===== config.mk =====
export PLATFORM = sky130hd
export DESIGN_NAME = instr_issue
export DESIGN_NICKNAME = d
export VERILOG_FILES = /design/src/rtl/instr_issue.sv
export SDC_FILE = /design/constraint.sdc
export NUM_CORES = 1
export LEC_CHECK = 0
export BUFFER_PORTS_ARGS = -buffer_cell sky130_fd_sc_hd__buf_2
export CORE_AREA = 3 3 100 102
export DETAILED_ROUTE_END_ITERATION = 10
export DIE_AREA = 0 0 103 105
export GPL_ROUTABILITY_DRIVEN = 1
export GPL_TIMING_DRIVEN = 0
export RECOVER_POWER = 100
export SKIP_CTS_REPAIR_TIMING = 1
export SYNTH_ARGS = -nofsm -noshare
export SYNTH_HDL_FRONTEND = slang
export SYNTH_SLANG_ARGS = --single-unit

===== constraint.sdc =====
create_clock -name clk -period 2.15 [get_ports clk]
set_input_delay 0 -clock clk [delete_from_list [all_inputs] [get_ports clk]]
set_output_delay 0 -clock clk [all_outputs]
set_load 0.005 [all_outputs]

===== src/rtl/instr_issue.sv =====
// instr_issue: instruction front end for the datapath controller.
// Buffers 16-bit instructions in a small FIFO, latches one at a time into the
// instruction register, decodes its fields and handshakes with the controller
// through start / waiting. Illegal encodings are dropped with a pulse.
module instr_issue #(
  parameter int DEPTH = 2,
  parameter int CNT_W = 16
) (
  input  logic             clk,
  input  logic             rst,
  input  logic             instr_valid,
  input  logic [15:0]      instr_in,
  output logic             instr_ready,
  input  logic             waiting,
  input  logic [1:0]       reg_sel,
  output logic             start,
  output logic [2:0]       opcode,
  output logic [1:0]       ALU_op,
  output logic [1:0]       shift_op,
  output logic [2:0]       r_addr,
  output logic [15:0]      sximm8,
  output logic [15:0]      sximm5,
  output logic             instr_done,
  output logic             illegal,
  output logic [CNT_W-1:0] retired
);

  localparam int AW = $clog2(DEPTH);
  localparam logic [AW:0] FULL_CNT = (AW+1)'(DEPTH);

  typedef enum logic [1:0] {
    IDLE  = 2'b00,
    START = 2'b01,
    BUSY  = 2'b10
  } state_t;

  // Only MOV-class (110 with ALU_op 10/00) and ALU-class (101) words issue.
  function automatic logic is_legal(input logic [15:0] w);
    logic ok;
    case (w[15:13])
      3'b110:  ok = (w[12:11] == 2'b10) || (w[12:11] == 2'b00);
      3'b101:  ok = 1'b1;
      default: ok = 1'b0;
    endcase
    return ok;
  endfunction

  logic [15:0]      mem_r [DEPTH];
  logic [AW-1:0]    wr_ptr_r;
  logic [AW-1:0]    rd_ptr_r;
  logic [AW:0]      count_r;
  logic [15:0]      ir_r;
  logic             illegal_r;
  logic [CNT_W-1:0] retired_r;
  state_t           state_r;
  state_t           state_nxt_s;

  logic             full_s;
  logic             empty_s;
  logic             push_s;
  logic             pop_s;
  logic             ir_load_s;
  logic             illegal_nxt_s;
  logic             done_s;
  logic             start_s;
  logic [15:0]      head_s;

  assign full_s  = (count_r == FULL_CNT);
  assign empty_s = (count_r == '0);
  assign push_s  = instr_valid && !full_s;
  assign head_s  = mem_r[rd_ptr_r];

  // FIFO storage, pointers and occupancy; simultaneous push/pop keeps the count.
  always_ff @(posedge clk) begin
    if (rst) begin
      wr_ptr_r <= '0;
      rd_ptr_r <= '0;
      count_r  <= '0;
    end else begin
      if (push_s) begin
        mem_r[wr_ptr_r] <= instr_in;
        wr_ptr_r        <= wr_ptr_r + AW'(1);
      end
      if (pop_s) begin
        rd_ptr_r <= rd_ptr_r + AW'(1);
      end
      case ({push_s, pop_s})
        2'b10:   count_r <= count_r + (AW+1)'(1);
        2'b01:   count_r <= count_r - (AW+1)'(1);
        default: count_r <= count_r;
      endcase
    end
  end

  // FSM state register.
  always_ff @(posedge clk) begin
    if (rst) begin
      state_r <= IDLE;
    end else begin
      state_r <= state_nxt_s;
    end
  end

  // Next-state logic: decides pops, IR loads, illegal drops and completions.
  always_comb begin
    state_nxt_s   = state_r;
    pop_s         = 1'b0;
    ir_load_s     = 1'b0;
    illegal_nxt_s = 1'b0;
    done_s        = 1'b0;
    case (state_r)
      IDLE: begin
        if (!empty_s && waiting) begin
          pop_s = 1'b1;
          if (is_legal(head_s)) begin
            ir_load_s   = 1'b1;
            state_nxt_s = START;
          end else begin
            illegal_nxt_s = 1'b1;
            state_nxt_s   = IDLE;
          end
        end else begin
          state_nxt_s = IDLE;
        end
      end
      START: begin
        state_nxt_s = BUSY;
      end
      BUSY: begin
        if (waiting) begin
          done_s = 1'b1;
          if (!empty_s) begin
            pop_s = 1'b1;
            if (is_legal(head_s)) begin
              ir_load_s   = 1'b1;
              state_nxt_s = START;
            end else begin
              illegal_nxt_s = 1'b1;
              state_nxt_s   = IDLE;
            end
          end else begin
            state_nxt_s = IDLE;
          end
        end else begin
          state_nxt_s = BUSY;
        end
      end
      default: begin
        state_nxt_s = IDLE;
      end
    endcase
  end

  // FSM outputs: start is high for the single START cycle.
  always_comb begin
    start_s = 1'b0;
    case (state_r)
      START:   start_s = 1'b1;
      default: start_s = 1'b0;
    endcase
  end

  // Instruction register; illegal words never overwrite it.
  always_ff @(posedge clk) begin
    if (rst) begin
      ir_r <= 16'h0000;
    end else if (ir_load_s) begin
      ir_r <= head_s;
    end else begin
      ir_r <= ir_r;
    end
  end

  // Illegal pulse is registered so it can never coincide with instr_done.
  always_ff @(posedge clk) begin
    if (rst) begin
      illegal_r <= 1'b0;
    end else begin
      illegal_r <= illegal_nxt_s;
    end
  end

  // Retired-instruction counter, wraps naturally at its width.
  always_ff @(posedge clk) begin
    if (rst) begin
      retired_r <= '0;
    end else if (done_s) begin
      retired_r <= retired_r + CNT_W'(1);
    end else begin
      retired_r <= retired_r;
    end
  end

  // Register-number mux driven by the controller's reg_sel.
  always_comb begin
    r_addr = 3'b000;
    case (reg_sel)
      2'b10:   r_addr = ir_r[10:8];
      2'b01:   r_addr = ir_r[7:5];
      2'b00:   r_addr = ir_r[2:0];
      default: r_addr = 3'b000;
    endcase
  end

  assign instr_ready = !full_s;
  assign start       = start_s;
  assign instr_done  = done_s;
  assign illegal     = illegal_r;
  assign retired     = retired_r;
  assign opcode      = ir_r[15:13];
  assign ALU_op      = ir_r[12:11];
  assign shift_op    = ir_r[4:3];
  assign sximm8      = {{8{ir_r[7]}}, ir_r[7:0]};
  assign sximm5      = {{11{ir_r[4]}}, ir_r[4:0]};

endmodule


==> impl_metrics.py, run 1 <==
metrics = {
    "logic_synthesis": {
        "synth_flop_cell": "dfxtp_1",
        "ys.warnings.count": 0,
        "synth_async_sr_flop_share": 0,
        "synth_compound_area_frac": 0.107,
        "postSynthAreaPerCell_sq_um": 11.2,
        "ys_seq_area_frac": 0.554,
        "synth_seq_cells": 72,
        "synth_fp_nets": 309,
        "synth-edff-count": 32,
        "synth-simple-area-share": 0.118,
        "synthMuxAreaShare": 0.0575,
        "netlist_area_sq_um": 3180,
        "synth_xor_xnor_area_share": 0.0358,
        "syn_inst": 285,
        "synth.distinct_cells": 36,
        "synthAdderAreaFrac": 0.00787,
        "synth_top_family_by_area": "buffers and inverters",
    },
    "sta": {
        "drv_slew": 0,
        "final.min_clock_period_ns": 1.95,
        "slew_headroom": 0.437,
        "hold_violations": 0,
        "max_freq_mhz": 512,
        "tightest_slew_ns": 0.842,
        "rsz0062_at_grt": "false",
        "finalSetupViolations": 0,
        "skew_ns": 0.0105,
        "period_share": 0.908,
        "fin_tns_setup_ns": 0,
    },
    "grt": {
        "grt_start_max_net_pins": 17,
        "grt_pass1_vias": 2213,
        "grt_util_all_layers": 0.132,
        "antenna_found_initial": 0,
        "grt_pass1_wl_microns": 11100,
        "grt_remaining_overflow": 0,
    },
    "cells_and_area": {
        "n_fill_cell": 888,
        "multi_input_area_sq_um": 1050,
        "num_antenna_cells": 0,
        "register_area_sq_um": 1760,
        "syn_to_final_growth_pct": 28.4,
        "nets": 419,
        "layout_commonest_cell": "buf_2",
        "drive_above_1_share": 0.310,
        "final_cell_mix": "buf_2 (58), dfxtp_1 (40), clkbuf_4 (38), clkbuf_1 (32), edfxtp_1 (32)",
    },
    "route": {
        "viasPerCell": 4.73,
        "drt-initial-drc-count": 82,
        "drt-total-wl_microns": 7000,
        "first_pass_iters": 4,
        "wire_per_inst_microns": 13.7,
        "drc": 0,
        "num_vias": 2415,
        "ant_nets": 0,
    },
    "floorplanning": {
        "initial_utilization": 0.346,
        "die_h_microns": 105,
        "rows": 35,
        "die-area_sq_um": 10800,
        "core_sq_um": 9200,
        "pin_count": 84,
        "die_x_microns": 103,
    },
    "power": {
        "leakagePower_uw": 0.00166,
        "p_per_area_nw_per_um2": 911,
        "vdd_drop_max_v": 0.000451,
        "total_power_uw": 3720,
    },
    "critical_path": {
        "critical_path_arrival_ns": 2.15,
        "crit_type": "reg2reg",
        "cp_max_fo": 10,
        "required_ns": 2.34,
        "cp-end-kind": "register",
        "worstSetupStartpointType": "register",
        "r2r_cells": 6,
    },
    "clock_tree": {
        "cts_buffer_depth": 2,
        "cts_tree": "yes",
        "cts.clk_slew.worst_paths_ns": 0.07,
        "cts_made_buffers": 9,
        "numClockSinks": 72,
        "worstSkewPairLatency_ns": 0.34,
        "ctsHtreeMaxLevel": 3,
        "cts_root_buf": "clkbuf_8",
    },
    "run_status": {
        "outcome": "completed",
    },
    "job": {
        "maxCapViolCount": 0,
    },
    "worst_hold_path": {
        "min_path_cells": 4,
        "hold_path_class": "in2reg",
    },
    "place": {
        "dpl.hpwl_microns": 5110,
        "port_buffers": 82,
        "gp_congestion": 0.759,
    },
}
[layer usage]
| metal | up-vias | track usage | wire length, microns |
|---|---|---|---|
| met5 | - | 0 | 0 |
| li1 | 1216 | - | - |
| met1 | 1132 | 0.163 | 2970 |
| met3 | 6 | 0.0401 | 357 |
| met4 | 0 | 0.0426 | 74 |
| met2 | 61 | 0.217 | 3600 |
[report_power, final]
group	internal [uW]	switching, uW
Clock	572	519
Sequential	1580	107
Combinational	468	470
Total	2620	1100
[final timing paths]
check | start | endpoint | slack (ns)
max reg2reg | register | ir_r[9]$_SDFFE_PP0P_ | 0.20
min reg2reg | ir_r[15]$_SDFFE_PP0P_ | ir_r[15]$_SDFFE_PP0P_ | 0.48
max | register | ir_r[9]$_SDFFE_PP0P_ | 0.20
min | waiting | state_r[1]$_SDFF_PP0_ | 0.04
[state kept, by name (all words and copies together) (netlist names), named ones only]
name	flops
state_r	2
mem_r	32
ir_r	16
wr_ptr_r	1
retired	16
count_r	2
illegal	1
rd_ptr_r	1
[worst max-delay path, stage by stage, from the launching register on]
cell	delay (ns)
dfxtp_1	0.41
mux2_1	0.19
nor3b_2	0.48
and3_1	0.24
buf_4	0.14
clkbuf_2	0.24
a211oi_1	0.11
[synth_stat cells (4+ instances only)]
cell	instances	area, sq um
a211oi_1	13	97.6
a21oi_1	11	55.1
a31oi_1	15	93.8
buf_4	41	308
clkbuf_1	8	30.0
dfxtp_1	40	801
edfxtp_1	32	961
inv_1	4	15.0
mux2i_1	16	160
nand2_1	12	45.0
nand3_1	4	20.0
nand4_1	4	25.0
nor2_1	23	86.3
nor2b_1	5	31.3
o21ai_0	9	45.0
or3_1	7	43.8
xnor2_1	7	61.3
xor2_1	6	52.6
[per-stage QoR]
step	instances	hold slack (ns)	util	cell area, sq um	setup slack, ns
2_1_floorplan	285	0.0833	-	3190	0.391
3_3_place_gp	478	0.189	0.406	3740	-0.154
3_5_place_dp	479	0.193	0.408	3750	-0.107
4_1_cts	495	-0.181	0.430	3960	-0.115
5_1_grt	511	0.0983	0.444	4080	0.0670
6_report	511	0.0448	0.444	4080	0.197
[layout make-up]
class	instances	share of cell area
sequential	72	0.432
inverter	4	0.00368
multi-input combinational	157	0.256
clock inverter	6	0.0166
timing repair buffer	99	0.136
clock buffer	10	0.0337
tap	111	0.0340
buffer	52	0.0880
[logic make-up (layout without fill, tap and decap cells)]
logic type	count (synthesis)	after routing
flip-flops	72	72
AND/OR/NAND/NOR	71	71
buffers and inverters	56	171
AO/OA/AOI/OAI	53	53
multiplexers	18	18
XOR/XNOR	13	13
adder cells (fa/ha/maj)	2	2
No activity file was read; power rests on OpenSTA's default activity.
==> run 2: changes to the inputs <==
--- a/config.mk
+++ b/config.mk
@@ -5,10 +5,11 @@
 export SDC_FILE = /design/constraint.sdc
 export NUM_CORES = 1
 export LEC_CHECK = 0
+export ABC_AREA = 1
 export BUFFER_PORTS_ARGS = -buffer_cell sky130_fd_sc_hd__buf_2
-export CORE_AREA = 3 3 100 102
+export CORE_AREA = 3 3 103 105
 export DETAILED_ROUTE_END_ITERATION = 10
-export DIE_AREA = 0 0 103 105
+export DIE_AREA = 0 0 106 108
 export GPL_ROUTABILITY_DRIVEN = 1
 export GPL_TIMING_DRIVEN = 0
 export RECOVER_POWER = 100
==> impl_metrics.py, run 2 <==
metrics = {
    "run_status": {
        "outcome": "completed",
    },
    "grt": {
        "grt_util_all_layers": 0.124,
        "grt_pass1_vias": 2385,
        "grt_remaining_overflow": 0,
        "grt_start_max_net_pins": 17,
        "antenna_found_initial": 0,
        "grt_pass1_wl_microns": 11300,
    },
    "logic_synthesis": {
        "syn_inst": 388,
        "postSynthAreaPerCell_sq_um": 8.73,
        "yosys-top-cells-area": "edfxtp_1 (28%), dfxtp_1 (24%), buf_4 (9.1%), nand2_1 (7.5%), inv_1 (6.6%)",
        "ys_seq_area_frac": 0.520,
        "netlist_area_sq_um": 3390,
        "synth_top_area_cell": "edfxtp_1",
        "synth_flop_cell": "dfxtp_1",
        "synth.top_cells.by_count": "nand2_1 (68), inv_1 (60), nor2_1 (47)",
        "ys.warnings.count": 0,
        "synth_seq_cells": 72,
        "synth_top_area_share": 0.284,
        "synth_fp_nets": 412,
        "synth_async_sr_flop_share": 0,
        "synthMostInstantiatedCell": "nand2_1",
        "synth-edff-count": 32,
        "synth.distinct_cells": 33,
    },
    "critical_path": {
        "crit_path_top_delay_cell": "a21oi_1",
        "cp_max_fo": 10,
        "crit_family": "buffers and inverters",
        "max_stage_delay_ns": 0.47,
        "critical_path_depth": 9,
        "worstSetupStartpointType": "register",
        "cp_cell_sequence": "buf_4, inv_4, nand2_1, nand2_1, a21oi_1, clkbuf_1, nand4_1, nand2_1, nor2_1",
        "path_common_cell": "nand2_1",
        "r2r_cells": 9,
        "r2r_setup_slack_ns": 0.26,
        "cp-end-kind": "register",
        "crit_type": "reg2reg",
        "critical_path_arrival_ns": 2.13,
        "required_ns": 2.39,
        "critPathBufInv": 3,
    },
    "clock_tree": {
        "cts_made_buffers": 9,
        "cts.clk_slew.worst_paths_ns": 0.08,
        "ctsHtreeMaxLevel": 3,
        "cts_tree": "yes",
        "worstSkewPairLatency_ns": 0.34,
        "cts_buffer_depth": 2,
        "cts_root_buf": "clkbuf_8",
        "numClockSinks": 72,
    },
    "place": {
        "gp_congestion": 0.792,
        "port_buffers": 83,
        "postPlaceCellArea_sq_um": 3980,
        "dpl.hpwl_microns": 5250,
    },
    "route": {
        "first_pass_iters": 4,
        "wire_per_inst_microns": 11.0,
        "drt-initial-drc-count": 102,
        "drt-total-wl_microns": 7030,
        "ant_nets": 0,
        "drc": 0,
        "num_vias": 2688,
        "viasPerCell": 4.21,
    },
    "cells_and_area": {
        "regMostFlops": "mem_r",
        "drive_above_1_share": 0.255,
        "largest_reg_flops": 32,
        "syn_to_final_growth_pct": 27.3,
        "final_cell_mix": "nand2_1 (69), inv_1 (60), buf_2 (58), nor2_1 (47), dfxtp_1 (39)",
        "design_area_sq_um": 4310,
        "num_antenna_cells": 0,
        "final_util": 0.443,
        "layout_commonest_cell": "nand2_1",
        "nets": 524,
    },
    "floorplanning": {
        "core_sq_um": 9730,
        "rows": 36,
        "die_h_microns": 108,
        "pin_count": 84,
        "initial_utilization": 0.348,
        "die_x_microns": 106,
        "die-area_sq_um": 11400,
    },
    "power": {
        "swShare": 0.305,
        "power.internal_uw": 2550,
        "netSwitchingPower_uw": 1120,
        "p_per_area_nw_per_um2": 853,
        "vdd_drop_max_v": 0.000355,
        "p_seq_frac": 0.446,
        "clkPwrFrac": 0.295,
        "leakagePower_uw": 0.00196,
        "pwr-share-comb": 0.258,
    },
    "sta": {
        "max_freq_mhz": 530,
        "hold_violations": 0,
        "rsz0062_at_grt": "false",
        "timing.hold.ws_ns": 0.00392,
        "final.min_clock_period_ns": 1.89,
        "finalSetupViolations": 0,
        "skew_ns": 0.00745,
        "drv_slew": 0,
        "slew_headroom": 0.432,
        "tightest_slew_ns": 0.850,
        "period_share": 0.878,
    },
    "worst_hold_path": {
        "min_path_cells": 3,
        "hold_path_class": "in2reg",
    },
    "job": {
        "maxCapViolCount": 0,
    },
}
==> run 2: power by group through the flow <==
stage	combinational [uW]	clock, uW	sequential [uW]
5_1_grt	1070	1170	1660
2_1_floorplan	685	0	1650
3_3_place_gp	930	0	1670
6_report	951	1090	1640
3_5_place_dp	952	0	1680
4_1_cts	955	1110	1640
==> run 2: worst paths after layout <==
path / startpoint / to
max: register / ir_r[4]$_SDFFE_PP0P_
min: instr_valid / wr_ptr_r$_SDFFE_PP0P_
max reg2reg: register / ir_r[4]$_SDFFE_PP0P_
min reg2reg: rd_ptr_r$_SDFFE_PP0P_ / rd_ptr_r$_SDFFE_PP0P_
==> run 2: tightest hold or removal path, delay by kind of cell <==
family | cells | cell delay [ns]
and+or+nand+nor | 1 | 0.11
AOI/OAI and AO/OA | 1 | 0.07
buffers and inverters | 1 | 0.11
==> run 2: cell type report <==
type	count	area [sq um]
Sequential cell	72	1760
Clock buffer	9	124
Multi-Input combinational cell	204	1030
Clock inverter	7	77.6
Timing Repair Buffer	101	562
Inverter	62	235
Buffer	50	355
Fill cell	960	5420
Tap cell	133	166
==> run 2: kinds of logic (layout without fill, tap and decap cells) <==
kind of cell	Yosys count	in the layout	share of synthesized area
AO/OA/AOI/OAI	29	29	0.0484
XOR/XNOR	3	3	0.00776
flip-flops	72	72	0.520
multiplexers	12	12	0.0355
adder cells (fa/ha/maj)	2	2	0.00738
buffers and inverters	112	229	0.174
AND/OR/NAND/NOR	158	158	0.207
==> run 2: routing by layer <==
layer  wire length (microns)  part of all wire  global-route usage
met3                     336             0.048              0.0328
met1                    3450              0.49               0.163
met5                       0                 0                   0
met4                      78             0.011              0.0481
met2                    3160              0.45               0.196
==> run 2: through the flow <==
| stage | power [uW] | worst slack [ns] | cells | setup TNS (ns) |
|---|---|---|---|---|
| after floorplan | 2340 | 0.426 | 388 | 0 |
| after global placement | 2600 | 0.0996 | 604 | 0 |
| after detailed placement | 2630 | -0.0567 | 604 | -0.892 |
| after CTS | 3710 | -0.0659 | 620 | -0.949 |
| after global routing | 3900 | 0.0298 | 638 | 0 |
| final | 3680 | 0.263 | 638 | 0 |
==> run 3: changes to the inputs <==
--- a/config.mk
+++ b/config.mk
@@ -7,9 +7,9 @@
 export LEC_CHECK = 0
 export ABC_AREA = 1
 export BUFFER_PORTS_ARGS = -buffer_cell sky130_fd_sc_hd__buf_2
-export CORE_AREA = 3 3 103 105
+export CORE_AREA = 3 3 98 110
 export DETAILED_ROUTE_END_ITERATION = 10
-export DIE_AREA = 0 0 106 108
+export DIE_AREA = 0 0 101 113
 export GPL_ROUTABILITY_DRIVEN = 1
 export GPL_TIMING_DRIVEN = 0
 export RECOVER_POWER = 100
==> constraint.sdc (replaced) <==
create_clock -name clk -period 2.1 [get_ports clk]
set_input_delay 0 -clock clk [delete_from_list [all_inputs] [get_ports clk]]
set_output_delay 0 -clock clk [all_outputs]
set_load 0.005 [all_outputs]
==> impl_metrics.py, run 3 (same netlist as run 2, synthesis figures left out) <==
metrics = {
    "sta": {
        "hold_violations": 0,
        "timing.hold.ws_ns": 0.0344,
        "tightest_slew_ns": 0.852,
        "slew_headroom": 0.431,
        "skew_ns": 0.0118,
        "max_freq_mhz": 527,
        "rsz0062_at_grt": "false",
        "final.min_clock_period_ns": 1.90,
        "finalSetupViolations": 0,
        "drv_slew": 0,
        "fin_tns_setup_ns": 0,
        "period_share": 0.903,
    },
    "power": {
        "vdd_drop_max_v": 0.000460,
        "p_per_area_nw_per_um2": 857,
        "leakagePower_uw": 0.00196,
    },
    "critical_path": {
        "crit_type": "reg2reg",
        "worstSetupStartpointType": "register",
        "required_ns": 2.38,
        "r2r_setup_slack_ns": 0.20,
        "critical_path_arrival_ns": 2.18,
        "cp-end-kind": "register",
        "cp_max_fo": 10,
        "r2r_cells": 10,
        "r2r_end": "ir_r[13]$_SDFFE_PP0P_",
    },
    "grt": {
        "grt_remaining_overflow": 0,
        "grt_pass1_wl_microns": 10900,
        "busiest_layer": "met2",
        "grt_start_max_net_pins": 17,
        "grt_use_met1": 0.157,
        "gr-usage-met2": 0.194,
        "grt_util_all_layers": 0.122,
        "antenna_found_initial": 0,
        "grt_pass1_vias": 2316,
        "gr-usage-met3": 0.0321,
    },
    "clock_tree": {
        "cts_made_buffers": 9,
        "ctsHtreeMaxLevel": 3,
        "numClockSinks": 72,
        "cts_buffer_depth": 2,
        "cts.clk_slew.worst_paths_ns": 0.07,
        "cts_root_buf": "clkbuf_8",
        "worstSkewPairLatency_ns": 0.35,
        "cts_tree": "yes",
    },
    "route": {
        "first_pass_iters": 4,
        "drc": 0,
        "drt-total-wl_microns": 6900,
        "num_vias": 2690,
        "drt-initial-drc-count": 132,
        "ant_nets": 0,
        "viasPerCell": 4.27,
        "wire_per_inst_microns": 10.9,
    },
    "cells_and_area": {
        "syn_to_final_growth_pct": 26.9,
        "layout_commonest_cell": "nand2_1",
        "final_cell_mix": "nand2_1 (69), inv_1 (60), buf_2 (57), nor2_1 (47), dfxtp_1 (39)",
        "register_area_sq_um": 1760,
        "num_antenna_cells": 0,
        "n_fill_cell": 961,
        "regMostFlops": "mem_r",
        "drive_above_1_share": 0.253,
        "final_util": 0.439,
        "nets": 529,
        "layout.cells.non_filler": 630,
        "largest_reg_flops": 32,
        "multi_input_area_sq_um": 1020,
    },
    "place": {
        "place_inst": 591,
        "gp_congestion": 0.789,
        "port_buffers": 83,
        "dpl.hpwl_microns": 5130,
    },
    "run_status": {
        "outcome": "completed",
    },
    "floorplanning": {
        "die_x_microns": 101,
        "rows": 38,
        "die_h_microns": 113,
        "die-area_sq_um": 11400,
        "core_sq_um": 9790,
        "pin_count": 84,
        "initial_utilization": 0.346,
    },
    "worst_hold_path": {
        "whs_endpoint": "state_r[1]$_SDFF_PP0_",
        "min_path_cells": 4,
        "worstHoldStart": "waiting",
        "hold_path_class": "in2reg",
    },
    "job": {
        "maxCapViolCount": 0,
    },
}
run 3: cell type report:
cell class / instances / area share
timing repair buffer: 106 / 0.138
tap: 120 / 0.0349
clock inverter: 5 / 0.00960
clock buffer: 11 / 0.0329
sequential: 72 / 0.410
multi-input combinational: 204 / 0.238
inverter: 62 / 0.0547
buffer: 50 / 0.0815
run 3: layer usage:
metal / part of all wire / vias up
li1: - / 1433
met1: 0.47 / 1179
met2: 0.45 / 68
met3: 0.060 / 10
met4: 0.020 / 0
met5: 0 / -
run 3: through the flow:
| stage | power (uW) | instance area [sq um] | setup WS (ns) |
|---|---|---|---|
| final | 3690 | 4300 | 0.203 |
| after global routing | 3940 | 4300 | 0.0176 |
| after CTS | 3700 | 4140 | -0.0245 |
| after detailed placement | 2690 | 3960 | -0.00957 |
| after global placement | 2660 | 3960 | 0.0326 |
| after floorplan | 2390 | 3390 | 0.376 |
run 3: report_power, final:
group	internal [uW]	total, uW	switching (uW)
clock network	469	1010	539
logic	476	998	521
registers	1600	1680	78.0
total	2550	3690	1140
run 3: worst max path at each step:
stage	to	slack [ns]	cells past startpoint
2_1_floorplan	count_r[1]$_SDFFE_PP0P_	0.38	10
6_report	ir_r[13]$_SDFFE_PP0P_	0.20	10
5_1_grt	count_r[1]$_SDFFE_PP0P_	0.02	10
3_3_place_gp	mem_r[0][0]$_DFFE_PP_	0.03	4
3_5_place_dp	mem_r[0][1]$_DFFE_PP_	-0.01	4
4_1_cts	mem_r[0][2]$_DFFE_PP_	-0.02	4
run 3: worst max-delay path, stage by stage (launching register included):
cell,delay (ns)
dfxtp_1,0.31
buf_4,0.16
inv_4,0.05
nand2_1,0.06
nand2_1,0.09
a21oi_1,0.47
nand3_4,0.22
clkbuf_2,0.25
nand2_1,0.09
nand2_1,0.05
nor2_1,0.09
